## config.mk

```make
export PLATFORM = sky130hd
export DESIGN_NAME = xm_inst_encoder_flat
export DESIGN_NICKNAME = d
export VERILOG_FILES = /design/src/rtl/xm_inst_encoder_if.sv /design/src/rtl/xm_inst_encoder.sv /design/src/flat_wrapper.sv
export SDC_FILE = /design/constraint.sdc
export NUM_CORES = 1
export LEC_CHECK = 0
export BUFFER_PORTS_ARGS = -buffer_cell sky130_fd_sc_hd__clkbuf_2
export CORE_UTILIZATION = 55
export CTS_BUF_LIST = sky130_fd_sc_hd__clkbuf_2 sky130_fd_sc_hd__clkbuf_4 sky130_fd_sc_hd__clkbuf_8
export CTS_CLUSTER_SIZE = 30
export DETAILED_ROUTE_END_ITERATION = 16
export GPL_TIMING_DRIVEN = 0
export PLACE_DENSITY = 0.88
export SYNTH_ARGS = -nofsm -noshare
export SYNTH_HDL_FRONTEND = slang
export SYNTH_SLANG_ARGS = --single-unit
```

## constraint.sdc

```tcl
create_clock -name clk_i -period 5 [get_ports clk_i]
set_input_delay 1.5 -clock clk_i [delete_from_list [all_inputs] [get_ports clk_i]]
set_output_delay 1.5 -clock clk_i [all_outputs]
set_load 0.01 [all_outputs]
```

## src/rtl/xm_inst_encoder_if.sv

```systemverilog
// rtl/xm_inst_encoder_if.sv - command/instruction stream bundle for xm_inst_encoder
//
// Purpose : groups the command channel, the instruction-word stream and the
//           error status of the X-Makina instruction encoder.
// Modports:
//   slave  - the encoder: consumes cmd_*, inst_ready_i; drives cmd_ready_o,
//            inst_valid_o, inst_o, inst_last_o, err_o, errCode_o
//   master - the command source / stream sink (mirror of slave)
interface xm_inst_encoder_if #(
  parameter int WORD = 16
);
  logic            cmd_valid_i;
  logic            cmd_ready_o;
  logic [2:0]      cmd_op_i;
  logic [3:0]      cmd_alu_i;
  logic            cmd_const_i;
  logic            cmd_byte_i;
  logic [2:0]      cmd_src_i;
  logic [2:0]      cmd_dst_i;
  logic [2:0]      cmd_cond_i;
  logic [WORD-1:0] cmd_offset_i;
  logic [WORD-1:0] cmd_imm_i;
  logic            inst_valid_o;
  logic [WORD-1:0] inst_o;
  logic            inst_last_o;
  logic            inst_ready_i;
  logic            err_o;
  logic [1:0]      errCode_o;

  modport slave (
    input  cmd_valid_i, cmd_op_i, cmd_alu_i, cmd_const_i, cmd_byte_i,
           cmd_src_i, cmd_dst_i, cmd_cond_i, cmd_offset_i, cmd_imm_i,
           inst_ready_i,
    output cmd_ready_o, inst_valid_o, inst_o, inst_last_o, err_o, errCode_o
  );

  modport master (
    output cmd_valid_i, cmd_op_i, cmd_alu_i, cmd_const_i, cmd_byte_i,
           cmd_src_i, cmd_dst_i, cmd_cond_i, cmd_offset_i, cmd_imm_i,
           inst_ready_i,
    input  cmd_ready_o, inst_valid_o, inst_o, inst_last_o, err_o, errCode_o
  );
endinterface

```

## src/rtl/xm_inst_encoder.sv

```systemverilog
// rtl/xm_inst_encoder.sv - X-Makina structured-command to 16-bit instruction encoder
//
// Purpose : turns instruction commands into instruction words on a valid/ready
//           stream, expanding LDI16 into one or two immediate loads and
//           rejecting out-of-range offsets and illegal ops.
// Ports   :
//   clk_i   - clock, rising edge
//   arst_i  - asynchronous reset, active-low
//   bus     - xm_inst_encoder_if.slave (command in, instruction stream out,
//             err_o pulse and errCode_o status)
module xm_inst_encoder #(
  parameter int WORD = 16
) (
  input  logic                clk_i,
  input  logic                arst_i,
  xm_inst_encoder_if.slave    bus
);

  localparam logic [1:0] ST_EMPTY = 2'd0;
  localparam logic [1:0] ST_ONE   = 2'd1;
  localparam logic [1:0] ST_TWO   = 2'd2;

  localparam logic [1:0] IMM_MOVLZ = 2'b01;
  localparam logic [1:0] IMM_MOVLS = 2'b10;
  localparam logic [1:0] IMM_MOVH  = 2'b11;

  logic [1:0]      state_q, state_d;
  logic [WORD-1:0] inst_q, inst_d;
  logic [WORD-1:0] hold_q, hold_d;
  logic            last_q, last_d;
  logic            err_q, err_d;
  logic [1:0]      code_q, code_d;

  logic [WORD-1:0] word0, word1;
  logic            two_words;
  logic            legal;
  logic [1:0]      code;
  logic            accept;
  logic            ok_cb, ok_bl, ok_ls;

  logic [WORD-1:0] off;
  logic [WORD-1:0] imm;
  assign off = bus.cmd_offset_i;
  assign imm = bus.cmd_imm_i;

  // An offset fits when every bit above the field MSB is a copy of that MSB.
  assign ok_cb = (&off[15:9])  | ~(|off[15:9]);
  assign ok_bl = (&off[15:12]) | ~(|off[15:12]);
  assign ok_ls = (&off[15:6])  | ~(|off[15:6]);

  // A new command fits only if the output register is empty or is being
  // drained this very cycle; TWO always has a MOVH still to emit.
  assign bus.cmd_ready_o = (state_q == ST_EMPTY) ||
                           ((state_q == ST_ONE) && bus.inst_ready_i);
  assign accept = bus.cmd_valid_i && bus.cmd_ready_o;

  always_comb begin
    word0     = '0;
    word1     = '0;
    two_words = 1'b0;
    legal     = 1'b1;
    code      = 2'd0;
    case (bus.cmd_op_i)
      3'd0: word0 = {4'b0100, bus.cmd_alu_i, bus.cmd_const_i, bus.cmd_byte_i,
                     bus.cmd_src_i, bus.cmd_dst_i};
      3'd1: begin
        word0 = {3'b001, bus.cmd_cond_i, off[9:0]};
        legal = ok_cb;
      end
      3'd2: begin
        word0 = {3'b000, off[12:0]};
        legal = ok_bl;
      end
      3'd3: begin
        word0 = {2'b10, off[6:0], bus.cmd_byte_i, bus.cmd_src_i, bus.cmd_dst_i};
        legal = ok_ls;
      end
      3'd4: begin
        word0 = {2'b11, off[6:0], bus.cmd_byte_i, bus.cmd_src_i, bus.cmd_dst_i};
        legal = ok_ls;
      end
      3'd5: begin
        // A high byte that is pure zero- or sign-extension needs only one word.
        if (imm[15:8] == 8'h00) begin
          word0 = {3'b011, IMM_MOVLZ, imm[7:0], bus.cmd_dst_i};
        end else if (imm[15:8] == 8'hFF) begin
          word0 = {3'b011, IMM_MOVLS, imm[7:0], bus.cmd_dst_i};
        end else begin
          word0     = {3'b011, IMM_MOVLZ, imm[7:0], bus.cmd_dst_i};
          word1     = {3'b011, IMM_MOVH, imm[15:8], bus.cmd_dst_i};
          two_words = 1'b1;
        end
      end
      default: begin
        legal = 1'b0;
        code  = 2'd2;
      end
    endcase
    if (!legal && (code == 2'd0)) begin
      code = 2'd1;
    end
  end

  always_comb begin
    state_d = state_q;
    inst_d  = inst_q;
    hold_d  = hold_q;
    last_d  = last_q;
    err_d   = 1'b0;
    code_d  = code_q;
    if (accept) begin
      code_d = code;
      if (!legal) begin
        // Rejected: anything held in ONE drained on this same edge.
        err_d   = 1'b1;
        state_d = ST_EMPTY;
      end else begin
        inst_d  = word0;
        hold_d  = word1;
        last_d  = !two_words;
        state_d = two_words ? ST_TWO : ST_ONE;
      end
    end else if (bus.inst_ready_i) begin
      if (state_q == ST_ONE) begin
        state_d = ST_EMPTY;
      end else if (state_q == ST_TWO) begin
        inst_d  = hold_q;
        last_d  = 1'b1;
        state_d = ST_ONE;
      end
    end
  end

  always_ff @(posedge clk_i or negedge arst_i) begin
    if (!arst_i) begin
      state_q <= ST_EMPTY;
      inst_q  <= '0;
      hold_q  <= '0;
      last_q  <= 1'b0;
      err_q   <= 1'b0;
      code_q  <= 2'd0;
    end else begin
      state_q <= state_d;
      inst_q  <= inst_d;
      hold_q  <= hold_d;
      last_q  <= last_d;
      err_q   <= err_d;
      code_q  <= code_d;
    end
  end

  assign bus.inst_valid_o = (state_q != ST_EMPTY);
  assign bus.inst_o       = inst_q;
  assign bus.inst_last_o  = last_q;
  assign bus.err_o        = err_q;
  assign bus.errCode_o    = code_q;

endmodule

```

## src/flat_wrapper.sv

```systemverilog
// flat-port wrapper written by rule: the top's interface ports become plain ports
module xm_inst_encoder_flat 
#(
  parameter int WORD = 16
)
  (clk_i, arst_i, bus_cmd_valid_i, bus_cmd_op_i, bus_cmd_alu_i, bus_cmd_const_i, bus_cmd_byte_i, bus_cmd_src_i, bus_cmd_dst_i, bus_cmd_cond_i, bus_cmd_offset_i, bus_cmd_imm_i, bus_inst_ready_i, bus_cmd_ready_o, bus_inst_valid_o, bus_inst_o, bus_inst_last_o, bus_err_o, bus_errCode_o);
  xm_inst_encoder_if #(.WORD(WORD)) bus_i ();
  input  logic clk_i;
  input  logic arst_i;
  input wire logic [$bits(bus_i.cmd_valid_i)-1:0] bus_cmd_valid_i;
  input wire logic [$bits(bus_i.cmd_op_i)-1:0] bus_cmd_op_i;
  input wire logic [$bits(bus_i.cmd_alu_i)-1:0] bus_cmd_alu_i;
  input wire logic [$bits(bus_i.cmd_const_i)-1:0] bus_cmd_const_i;
  input wire logic [$bits(bus_i.cmd_byte_i)-1:0] bus_cmd_byte_i;
  input wire logic [$bits(bus_i.cmd_src_i)-1:0] bus_cmd_src_i;
  input wire logic [$bits(bus_i.cmd_dst_i)-1:0] bus_cmd_dst_i;
  input wire logic [$bits(bus_i.cmd_cond_i)-1:0] bus_cmd_cond_i;
  input wire logic [$bits(bus_i.cmd_offset_i)-1:0] bus_cmd_offset_i;
  input wire logic [$bits(bus_i.cmd_imm_i)-1:0] bus_cmd_imm_i;
  input wire logic [$bits(bus_i.inst_ready_i)-1:0] bus_inst_ready_i;
  output wire logic [$bits(bus_i.cmd_ready_o)-1:0] bus_cmd_ready_o;
  output wire logic [$bits(bus_i.inst_valid_o)-1:0] bus_inst_valid_o;
  output wire logic [$bits(bus_i.inst_o)-1:0] bus_inst_o;
  output wire logic [$bits(bus_i.inst_last_o)-1:0] bus_inst_last_o;
  output wire logic [$bits(bus_i.err_o)-1:0] bus_err_o;
  output wire logic [$bits(bus_i.errCode_o)-1:0] bus_errCode_o;
  assign bus_i.cmd_valid_i = bus_cmd_valid_i;
  assign bus_i.cmd_op_i = bus_cmd_op_i;
  assign bus_i.cmd_alu_i = bus_cmd_alu_i;
  assign bus_i.cmd_const_i = bus_cmd_const_i;
  assign bus_i.cmd_byte_i = bus_cmd_byte_i;
  assign bus_i.cmd_src_i = bus_cmd_src_i;
  assign bus_i.cmd_dst_i = bus_cmd_dst_i;
  assign bus_i.cmd_cond_i = bus_cmd_cond_i;
  assign bus_i.cmd_offset_i = bus_cmd_offset_i;
  assign bus_i.cmd_imm_i = bus_cmd_imm_i;
  assign bus_i.inst_ready_i = bus_inst_ready_i;
  assign bus_cmd_ready_o = bus_i.cmd_ready_o;
  assign bus_inst_valid_o = bus_i.inst_valid_o;
  assign bus_inst_o = bus_i.inst_o;
  assign bus_inst_last_o = bus_i.inst_last_o;
  assign bus_err_o = bus_i.err_o;
  assign bus_errCode_o = bus_i.errCode_o;
  xm_inst_encoder #(.WORD(WORD)) u_core (.clk_i(clk_i), .arst_i(arst_i), .bus(bus_i));
endmodule
```

---- Yosys cells after proc, flatten, opt, wreduce, memory -nomap -nowiden ----
Cells that the tools add are included.
cells by class
  reductions and logical operators ........ 26
  equal/unequal tests ..................... 10
  bitwise operators ....................... 6
  mux-type cells .......................... 30
operators by type and width
  kind                number
  $mux 16             8
  $pmux 16 s6         1
  $mux 2              8
  $mux 15             1
  $mux 13             1
  $mux 1              10
  $reduce_and 10->1   1
  $reduce_or 10->1    1
  $eq 8x8->1 const B  1
  $logic_not 8->1     1
  $reduce_and 4->1    2
  $reduce_and 7->1    1
  $reduce_or 7->1     1
  $eq 3x2->1 const B  2
  $eq 3x3->1 const B  2
  $reduce_bool 2->1   3
  $reduce_or 6->1     1
  $logic_not 2->1     2
  $ne 2x1->1 const B  2
  $pmux 1 s4          1
  $reduce_and 2->1    2
  $reduce_or 2->1     2
  $reduce_or 4->1     1
  $eq 3x1->1 const B  1
  other kinds (9)     16
storage, ports and cells
  register bits after elaboration ......... 38
  logic and storage cells ................. 78
  input port bits ......................... 54
  output and inout port bits .............. 22

---- Longest topological paths before layout ----
Gate-level depths: netlist (run 1).
  depth in word-level cells ............... 7
  gate-level depth with buffers ........... 12
  gate-level depth less buffers ........... 8

---- Worst setup path before layout (run 1) ----
No wires, ideal clock.
  kind .................................... input -> register
  start ................................... in bus_cmd_offset_i[12]
  end ..................................... reg u_core.inst_q[0] (netlist: u_core.bus.inst_o[0])
  path slack .............................. 1,517 ps
  data required time ...................... 4,875 ps
  arrival time ............................ 3,358 ps
  cell stages on the path ................. 9
  library setup time ...................... 125 ps
  path buffers ............................ 3
  path through ............................ or4_4 a311oi_2 a21oi_1 a31o_1 buf_6 o31a_4 buf_6 buf_12 mux2_4
on the way
  word-level cells in the longest chain between the ends .. 6
  elaborated cells on any way between the ends .. 15
  classes of those cells .................. eq/ne: 1; mux: 1; bitwise: 6; reduce/logical: 7
ends and longest elaborated chain
  item                                      RTL line                                                             RTL
  start, declared                           flat_wrapper.sv:18                                                   input wire logic [$bits(bus_i.cmd_offset_i)-1:0] bus_cmd_offset_i;
  $reduce_or 10->1 (tied with other cells)  xm_inst_encoder.sv:49                                                assign ok_ls = (&off[15:6]) | ~(|off[15:6]);
  $not 1->1 (on tied branches)              xm_inst_encoder.sv:49, xm_inst_encoder.sv:47, xm_inst_encoder.sv:48
  $or 1x1->1 (on tied branches)             xm_inst_encoder.sv:49, xm_inst_encoder.sv:47, xm_inst_encoder.sv:48
  $pmux 1 s4 (*)                            xm_inst_encoder.sv:63                                                case (bus.cmd_op_i)
  $ne 2x1->1 (no line) (*)                  -
  $reduce_and 4->1 (no line) (*)            -
  end signal, assigned                      xm_inst_encoder.sv:144                                               inst_q <= inst_d;
  end, declared                             xm_inst_encoder.sv:28                                                logic [WORD-1:0] inst_q, inst_d;
Every way passes the cells marked *; elsewhere a longest branch is shown, timed or not.
A chain may end at the register's enable or synchronous reset.

---- Worst setup path after layout (run 1) ----
  start ................................... in bus_cmd_op_i[0]
  end ..................................... reg u_core.state_q[1]
on the way
  word-level cells in the longest chain between the ends .. 5
  elaborated cells on any way between the ends .. 13
  classes of those cells .................. eq/ne: 5; mux: 5; reduce/logical: 3
ends and longest elaborated chain
  item                                                        RTL line                                       RTL
  start, declared                                             flat_wrapper.sv:11                             input wire logic [$bits(bus_i.cmd_op_i)-1:0] bus_cmd_op_i;
  $eq 3x3->1 (tied with other cells)                          xm_inst_encoder.sv:63
  $reduce_or 2->1 (no line) / $mux 1 (equally long branches)  -
  $pmux 1 s4 / $mux 2 (equally long branches)                 xm_inst_encoder.sv:63, xm_inst_encoder.sv:121
  $mux 2 (*)                                                  xm_inst_encoder.sv:113                         if (!legal) begin
  $mux 2 (*)                                                  xm_inst_encoder.sv:111                         if (accept) begin
  end signal, assigned                                        xm_inst_encoder.sv:143                         state_q <= state_d;
  end, declared                                               xm_inst_encoder.sv:27                          logic [1:0] state_q, state_d;
Marked as above.

==> flow_metrics.py, run 1 <==
metrics = {
    "run": {
        "maxCapViolations": 0,
    },
    "global_route": {
        "globalRouteTotalUtil": 0.307,
        "grt_first_pass_wirelength_mm": 9.94,
        "grt_max_degree": 35,
        "antenna_found_initial": 0,
        "overflow": 0,
        "grt_pass1_vias": 2067,
    },
    "placement": {
        "dp_cells": 363,
        "gp_congestion": 0.919,
        "place_ws_ns": 1.23,
        "dp_hpwl_mm": 4.76,
        "io_buffers": 74,
        "placed_cell_area_um2": 2740,
    },
    "timing": {
        "rsz0062_at_grt": "false",
        "slew_viol_final": 0,
        "finalWorstSetupSlack_ns": 1.44,
        "post-route-period-util": 0.713,
        "finalSetupViolCount": 0,
        "fin_worst_skew_ns": 0.00837,
        "tns_ns": 0,
        "max_slew_margin": 0.439,
        "hold_violations": 0,
        "max_freq_ghz": 0.281,
        "worst_pin_slew_ns": 0.842,
        "fin_crit_ns": 3.56,
    },
    "logic_synthesis": {
        "syn_inst": 239,
        "ys_ff_latch": 34,
        "yosys.cell_types.count": 44,
        "syn_nets": 296,
        "yosys-top-cells-area": "dfrtp_1 37%, mux2_2 5.4%, mux2_4 5.2%, mux2i_1 4.8%, nand2_1 4.2%",
        "synth-edff-count": 0,
        "synth_top_area_share": 0.369,
        "ys.warnings.count": 0,
        "synth_top_cell_by_area": "dfrtp_1",
        "postSynthAreaPerCell_um2": 9.64,
        "ys_seq_area_frac": 0.369,
        "synth.cell_area_um2": 2300,
        "ys.flop_type": "dfrtp_1",
        "async_flop_share": 1.00,
    },
    "power": {
        "clkPwrFrac": 0.259,
        "p_seq_frac": 0.352,
        "peakVddDrop_v": 0.000217,
        "p_switching_mw": 0.409,
        "pwr-share-comb": 0.389,
        "leakage_nw": 1.44,
        "p_int_mw": 0.794,
        "switching_share": 0.340,
        "p_per_area_nw_per_um2": 418,
    },
    "cts": {
        "ctsResizeCount": 0,
        "clk_root_buffer_cell": "clkbuf_8",
        "cts_setup_buffers": 0,
        "cts_tree": "built",
        "cts_htree_levels": 2,
        "clkSlewWorstSetupHoldPaths_ns": 0.07,
        "cts_buffers": 5,
        "clkLatencyLatePin_ns": 0.30,
        "cts_num_sinks": 34,
        "clock_path_buffers": 2,
        "hold_buffers": 0,
    },
    "detailed_routing": {
        "routed_wl_mm": 6.24,
        "route.detailed.drc": 0,
        "vias_per_cell": 6.07,
        "wl_per_cell_um": 16.8,
        "vias": 2252,
        "ant_nets": 0,
        "dr.first_iter.drc_count": 198,
        "first_pass_iters": 5,
    },
    "finish": {
        "diodes": 0,
        "syn_to_final_growth_pct": 24.8,
        "drive_gt1_frac": 0.355,
        "final_common_cell": "clkbuf_2",
        "final_util": 0.719,
        "final_cells": 371,
        "fillers": 300,
        "post-route-cell-area_um2": 2880,
        "fin_nets": 377,
        "final_cell_mix": "74 x clkbuf_2, 34 x dfrtp_1, 26 x nand2_1",
    },
    "critical_path": {
        "endpoint_kind": "register",
        "critical_path_class": "in -> reg",
        "cp.arrival_ns": 3.78,
        "regToRegSetupSlack_ns": 2.21,
        "cp_max_fo": 10,
        "cp-start-kind": "input port",
        "crit_required_ns": 5.21,
    },
    "floorplanning": {
        "die_area_um2": 4450,
        "core_um2": 4000,
        "die_y_um": 66.7,
        "boundaryPins": 76,
        "die_x_um": 66.7,
        "rows": 23,
        "start_util": 0.576,
    },
    "outcome": {
        "status": "finished, final reports clean",
    },
    "min_path": {
        "hold_class": "reg -> reg",
    },
}
area by class of cell:
| cell class | instances | area [µm²] | area share |
|---|---|---|---|
| clock inverter | 3 | 68.8 | 0.0239 |
| tap | 50 | 62.6 | 0.0218 |
| inverter | 5 | 18.8 | 0.00653 |
| clock buffer | 5 | 68.8 | 0.0239 |
| buffer | 20 | 110 | 0.0383 |
| sequential | 34 | 851 | 0.296 |
| timing repair buffer | 74 | 370 | 0.129 |
| multi-input combinational | 180 | 1330 | 0.461 |
metal layers:
metal / vias to the layer above / GRT usage / share of wire
met4: 0 / 0.130 / 0.034
met3: 24 / 0.0651 / 0.075
met2: 132 / 0.518 / 0.48
met1: 1050 / 0.375 / 0.41
met5: - / 0 / 0
li1: 1046 / - / -
power groups by stage:
stage,clock (mW),combinational [mW],sequential (mW)
3_5_place_dp,0,0.464,0.429
3_3_place_gp,0,0.447,0.422
5_1_grt,0.321,0.511,0.436
6_report,0.312,0.468,0.424
4_1_cts,0.310,0.467,0.425
2_1_floorplan,0,0.254,0.455
per-stage QoR:
step | power [mW] | hold slack (ns)
final | 1.20 | 0.485
after global routing | 1.27 | 0.517
after CTS | 1.20 | 0.490
after detailed placement | 0.893 | 0.473
after global placement | 0.869 | 0.468
after floorplan | 0.709 | 0.473
flip-flops by register name, indices dropped and copies added, names as in the netlist:
register                flops
u_core.bus.inst_last_o      1
u_core.bus.errCode_o        2
u_core.bus.err_o            1
u_core.state_q              2
u_core.hold_q              12
u_core.bus.inst_o          16
worst paths after layout:
kind                                           end  cells after the start               startpoint
max reg2reg                   u_core.bus.inst_o[1]                     12        u_core.state_q[1]
max in group asynchronous  u_core.bus.errCode_o[1]                      1                   arst_i
max                              u_core.state_q[1]                      8          bus_cmd_op_i[0]
min                        u_core.bus.errCode_o[0]                      2  u_core.bus.errCode_o[0]
min reg2reg                u_core.bus.errCode_o[0]                      2  u_core.bus.errCode_o[0]
min in group asynchronous     u_core.bus.inst_o[3]                      1                   arst_i
cells by family after synthesis:
logic type | after synthesis | synth area share
buf+inv | 25 | 0.0559
flops | 34 | 0.369
mux | 34 | 0.193
simple gates | 72 | 0.155
compound gates | 71 | 0.211
fa+ha+maj | 3 | 0.0163
worst max-delay path, cell delays in order:
cell and delay, ns:
buf_2 0.16, buf_2 0.30, clkbuf_1 0.41, nand2_1 0.15, a211oi_1 0.43, nor2b_1 0.37, buf_2 0.29, o21bai_1 0.16
synthesized netlist by cell type (4+ instances only):
cell type	instances
mux2_2	11
nand2_1	26
nor2_1	13
inv_1	5
mux2_4	8
dfrtp_1	34
clkbuf_1	10
mux2i_1	11
a211oi_1	5
a22o_1	11
a31oi_1	4
nand3_1	6
nand2b_1	5
mux4_2	4
nor2b_1	5
buf_1	4
o21ai_0	12
a21oi_1	18
No activity file was read; power rests on OpenSTA's default activity.
==> inputs of run 2 (changes only) <==
CORE_UTILIZATION = 53   (was 55)
PLACE_DENSITY = 0.85   (was 0.88)
clock period = 3.32 ns   (was 5 ns; I/O delays follow)
==> flow_metrics.py, run 2 (synthesis results as in run 1) <==
metrics = {
    "finish": {
        "final_cell_mix": "74 x clkbuf_2, 34 x dfrtp_1, 26 x nand2_1",
        "largest_reg_flops": 16,
        "final_common_cell": "clkbuf_2",
        "post-route-cell-area_um2": 2820,
        "syn_to_final_growth_pct": 22.4,
        "fillers": 351,
        "final_cells": 369,
        "drive_gt1_frac": 0.351,
        "layout.area.seq_um2": 851,
        "multi_input_area_um2": 1330,
        "fin_nets": 377,
        "diodes": 0,
    },
    "timing": {
        "fin_crit_ns": 2.95,
        "tns_ns": 0,
        "rsz0062_at_grt": "false",
        "finalSetupViolCount": 0,
        "fin_worst_skew_ns": 0.00446,
        "slew_viol_final": 0,
        "max_slew_margin": 0.451,
        "worst_pin_slew_ns": 0.823,
        "hold_violations": 0,
        "max_freq_ghz": 0.338,
        "post-route-period-util": 0.890,
    },
    "cts": {
        "cts_htree_levels": 2,
        "cts_num_sinks": 34,
        "ctsResizeCount": 0,
        "cts_tree": "built",
        "hold_buffers": 0,
        "clock_path_buffers": 2,
        "clkSlewWorstSetupHoldPaths_ns": 0.06,
        "clk_root_buffer_cell": "clkbuf_8",
        "cts_setup_buffers": 0,
        "clkLatencyLatePin_ns": 0.29,
        "cts_buffers": 5,
    },
    "detailed_routing": {
        "route.met2.wl_mm": 2.94,
        "wirelength_met1_mm": 2.73,
        "vias_per_cell": 5.91,
        "dr.first_iter.drc_count": 143,
        "first_pass_iters": 4,
        "wl_per_cell_um": 16.8,
        "vias": 2180,
        "route.detailed.drc": 0,
        "highest_layer": "met4",
        "met3_length_um": 418,
        "routed_wl_mm": 6.18,
        "ant_nets": 0,
    },
    "global_route": {
        "grt_max_degree": 35,
        "grt_pass1_vias": 1995,
        "antenna_found_initial": 0,
        "overflow": 0,
        "globalRouteTotalUtil": 0.288,
        "grt_first_pass_wirelength_mm": 9.54,
    },
    "power": {
        "peakVddDrop_v": 0.000449,
        "p_per_area_nw_per_um2": 580,
        "power.total_mw": 1.64,
        "leakage_nw": 1.41,
    },
    "floorplanning": {
        "rows": 23,
        "die_x_um": 67.9,
        "die_area_um2": 4620,
        "core_um2": 4090,
        "die_y_um": 67.9,
        "boundaryPins": 76,
        "start_util": 0.564,
    },
    "critical_path": {
        "max_stage_delay_ns": 0.55,
        "r2r_cells": 11,
        "cp_max_fo": 10,
        "cp_cell_sequence": "clkbuf_2, or4_4, a311oi_2, a21oi_1, a31o_1, buf_6, nor2b_1, buf_2, a22o_1",
        "critPathLaunch": "bus_cmd_offset_i[12]",
        "r2r-start": "u_core.state_q[1]",
        "cp.arrival_ns": 3.18,
        "cp_slowest_cell": "or4_4",
        "critical_path_class": "in -> reg",
        "crit_buf_inv": 3,
        "crit_end": "u_core.hold_q[7]",
        "endpoint_kind": "register",
        "worst-path-stages": 9,
        "crit_required_ns": 3.54,
        "cp-start-kind": "input port",
        "regToRegSetupSlack_ns": 0.54,
        "critPathTopFamily": "simple AND/OR/NAND/NOR gates",
        "rr_endpoint": "u_core.hold_q[7]",
    },
    "placement": {
        "placed_cell_area_um2": 2740,
        "io_buffers": 74,
        "dp_cells": 363,
        "dp_hpwl_mm": 4.75,
        "gp_congestion": 0.929,
    },
    "min_path": {
        "hold_class": "reg -> reg",
    },
    "run": {
        "maxCapViolations": 0,
    },
    "outcome": {
        "status": "finished, final reports clean",
    },
}
-- run 2: area by class of cell --
cell class,count,area share
inverter,5,0.00665
multi-input combinational,180,0.470
tap,50,0.0222
sequential,34,0.302
buffer,20,0.0390
clock buffer,6,0.0293
timing repair buffer,74,0.131
-- run 2: power by group --
part | switching, mW | leakage, nW | internal [mW]
clock network | 0.140 | 0.0431 | 0.160
logic | 0.359 | 0.920 | 0.339
registers | 0.0824 | 0.447 | 0.556
-- run 2: worst min-delay path by stage --
stage / startpoint / to / slack [ns] / cells past startpoint
finish: u_core.bus.errCode_o[0] / u_core.bus.errCode_o[0] / 0.49 / 2
detailed placement: u_core.bus.errCode_o[0] / u_core.bus.errCode_o[0] / 0.48 / 2
floorplan: u_core.hold_q[0] / u_core.hold_q[0] / 0.47 / 1
CTS: u_core.bus.errCode_o[0] / u_core.bus.errCode_o[0] / 0.49 / 2
global route: u_core.bus.errCode_o[0] / u_core.bus.errCode_o[0] / 0.52 / 2
global placement: u_core.bus.errCode_o[0] / u_core.bus.errCode_o[0] / 0.47 / 2
-- run 2: metrics by stage --
step | util | hold WS [ns] | setup slack, ns
2_1_floorplan | - | 0.473 | 0.341
3_3_place_gp | 0.670 | 0.472 | 0.131
3_5_place_dp | 0.670 | 0.475 | 0.106
4_1_cts | 0.690 | 0.490 | 0.406
5_1_grt | 0.690 | 0.521 | 0.251
6_report | 0.690 | 0.486 | 0.365
-- run 2: per-layer routing --
| layer | vias to the layer above | global-route usage |
|---|---|---|
| met1 | 1035 | 0.386 |
| met4 | 0 | 0.0964 |
| met2 | 97 | 0.462 |
| met3 | 8 | 0.0583 |
| li1 | 1040 | - |
| met5 | - | 0 |
-- run 2: worst reg2reg max path, delay by kind of cell (launching register included) --
kind / cells / cell delay (ns)
AO/OA/AOI/OAI: 3 / 0.58
adder cells (fa/ha/maj): 1 / 0.24
buffers and inverters: 4 / 0.92
flip-flops: 1 / 0.38
AND/OR/NAND/NOR: 3 / 0.59
==> inputs of run 3 (changes only) <==
GPL_TIMING_DRIVEN = 1   (was 0)
PLACE_DENSITY = 0.83   (was 0.85)
RECOVER_POWER = 100   (was not set)
==> flow_metrics.py, run 3 (synthesis results as in run 1) <==
metrics = {
    "cts": {
        "cts_htree_levels": 2,
        "clkSlewWorstSetupHoldPaths_ns": 0.07,
        "cts_tree": "built",
        "cts_setup_buffers": 0,
        "clock_path_buffers": 2,
        "clk_root_buffer_cell": "clkbuf_8",
        "cts_num_sinks": 34,
        "ctsResizeCount": 0,
        "cts_buffers": 5,
        "hold_buffers": 0,
        "clkLatencyLatePin_ns": 0.28,
    },
    "detailed_routing": {
        "wirelength_met1_mm": 2.55,
        "vias": 2105,
        "wl_per_cell_um": 15.9,
        "highest_layer": "met4",
        "routed_wl_mm": 5.72,
        "met3_length_um": 424,
        "route.met2.wl_mm": 2.66,
        "ant_nets": 0,
        "first_pass_iters": 4,
        "route.detailed.drc": 0,
        "vias_per_cell": 5.86,
        "dr.first_iter.drc_count": 135,
    },
    "power": {
        "p_int_mw": 0.991,
        "p_per_area_nw_per_um2": 575,
        "power.total_mw": 1.56,
        "p_switching_mw": 0.567,
        "peakVddDrop_v": 0.000445,
        "clkPwrFrac": 0.204,
        "p_seq_frac": 0.408,
        "switching_share": 0.364,
        "leakage_nw": 1.30,
        "pwr-share-comb": 0.389,
    },
    "critical_path": {
        "r2r-start": "u_core.state_q[1]",
        "rr_endpoint": "u_core.state_q[1]",
        "r2r_cells": 10,
        "cp-start-kind": "input port",
        "cp.arrival_ns": 2.95,
        "crit_required_ns": 3.52,
        "critical_path_class": "in -> reg",
        "endpoint_kind": "register",
        "regToRegSetupSlack_ns": 0.77,
        "cp_max_fo": 16,
    },
    "outcome": {
        "status": "finished, violations left",
        "failed_checks": "capacitance limit, slew limit",
    },
    "placement": {
        "placed_cell_area_um2": 2690,
        "dp_hpwl_mm": 4.39,
        "io_buffers": 75,
        "place_ws_ns": 0.332,
        "gp_congestion": 0.935,
        "dp_cells": 351,
    },
    "run": {
        "maxCapViolations": 1,
    },
    "timing": {
        "fin_worst_skew_ns": 0.00536,
        "worst_pin_slew_ns": 1.71,
        "finalWorstSetupSlack_ns": 0.574,
        "max_slew_margin": -0.138,
        "rsz0062_at_grt": "false",
        "slew_viol_final": 35,
        "fin_crit_ns": 2.75,
        "max_freq_ghz": 0.364,
        "timing.hold.ws_ns": 0.493,
        "tns_ns": 0,
        "finalSetupViolCount": 0,
        "post-route-period-util": 0.827,
        "hold_violations": 0,
    },
    "finish": {
        "largest_reg_flops": 16,
        "post-route-cell-area_um2": 2710,
        "final_cells": 359,
        "syn_to_final_growth_pct": 17.6,
        "fin_nets": 365,
        "diodes": 0,
        "final_common_cell": "clkbuf_2",
        "drive_gt1_frac": 0.265,
        "final_util": 0.663,
        "final_cell_mix": "51 x clkbuf_2, 34 x dfrtp_1, 26 x nand2_1",
    },
    "floorplanning": {
        "start_util": 0.564,
        "core_um2": 4090,
        "boundaryPins": 76,
        "die_area_um2": 4620,
        "die_y_um": 67.9,
        "rows": 23,
        "die_x_um": 67.9,
    },
    "min_path": {
        "hold_class": "reg -> reg",
        "holdPathEnd": "u_core.bus.errCode_o[0]",
        "worstHoldStart": "u_core.bus.errCode_o[0]",
        "min_path_cells": 2,
    },
    "global_route": {
        "globalRouteTotalUtil": 0.275,
        "grt_first_pass_wirelength_mm": 9.25,
        "grt_pass1_vias": 1925,
        "grt_max_degree": 35,
        "antenna_found_initial": 0,
        "overflow": 0,
    },
}
[run 3: power by group through the flow]
stage | clock, mW | combinational [mW] | sequential, mW
final | 0.317 | 0.605 | 0.636
after global placement | 0 | 0.656 | 0.641
after floorplan | 0 | 0.382 | 0.686
after detailed placement | 0 | 0.679 | 0.647
after global routing | 0.342 | 0.683 | 0.656
after CTS | 0.325 | 0.682 | 0.640
[run 3: worst max-delay path by stage]
stage / start / end / slack, ns / depth (start not counted)
2_1_floorplan: bus_cmd_offset_i[12] / u_core.bus.inst_o[0] / 0.34 / 9
6_report: bus_cmd_offset_i[12] / u_core.state_q[1] / 0.57 / 9
3_3_place_gp: bus_cmd_offset_i[12] / u_core.hold_q[1] / 0.39 / 9
3_5_place_dp: bus_cmd_offset_i[12] / u_core.state_q[1] / 0.33 / 9
4_1_cts: bus_cmd_offset_i[12] / u_core.state_q[1] / 0.63 / 9
5_1_grt: bus_cmd_offset_i[12] / u_core.state_q[1] / 0.46 / 9
[run 3: layer usage]
layer | track usage | up-vias
met5 | 0 | -
met4 | 0.0964 | 0
met3 | 0.0500 | 8
met2 | 0.436 | 95
met1 | 0.374 | 981
li1 | - | 1021
[run 3: final cells by class]
type | instances | area (µm²)
Clock buffer | 7 | 90.1
Clock inverter | 1 | 5.00
Fill cell | 365 | 1380
Inverter | 5 | 18.8
Tap cell | 50 | 62.6
Sequential cell | 34 | 851
Multi-Input combinational cell | 180 | 1280
Timing Repair Buffer | 82 | 398
[run 3: worst max-delay path: stages]
cell	delay (ns)
clkbuf_1	0.09
or4_1	0.56
a311oi_1	0.29
a21oi_1	0.09
a31o_1	0.26
buf_4	0.20
nor2b_1	0.12
buf_4	0.20
o21bai_1	0.13
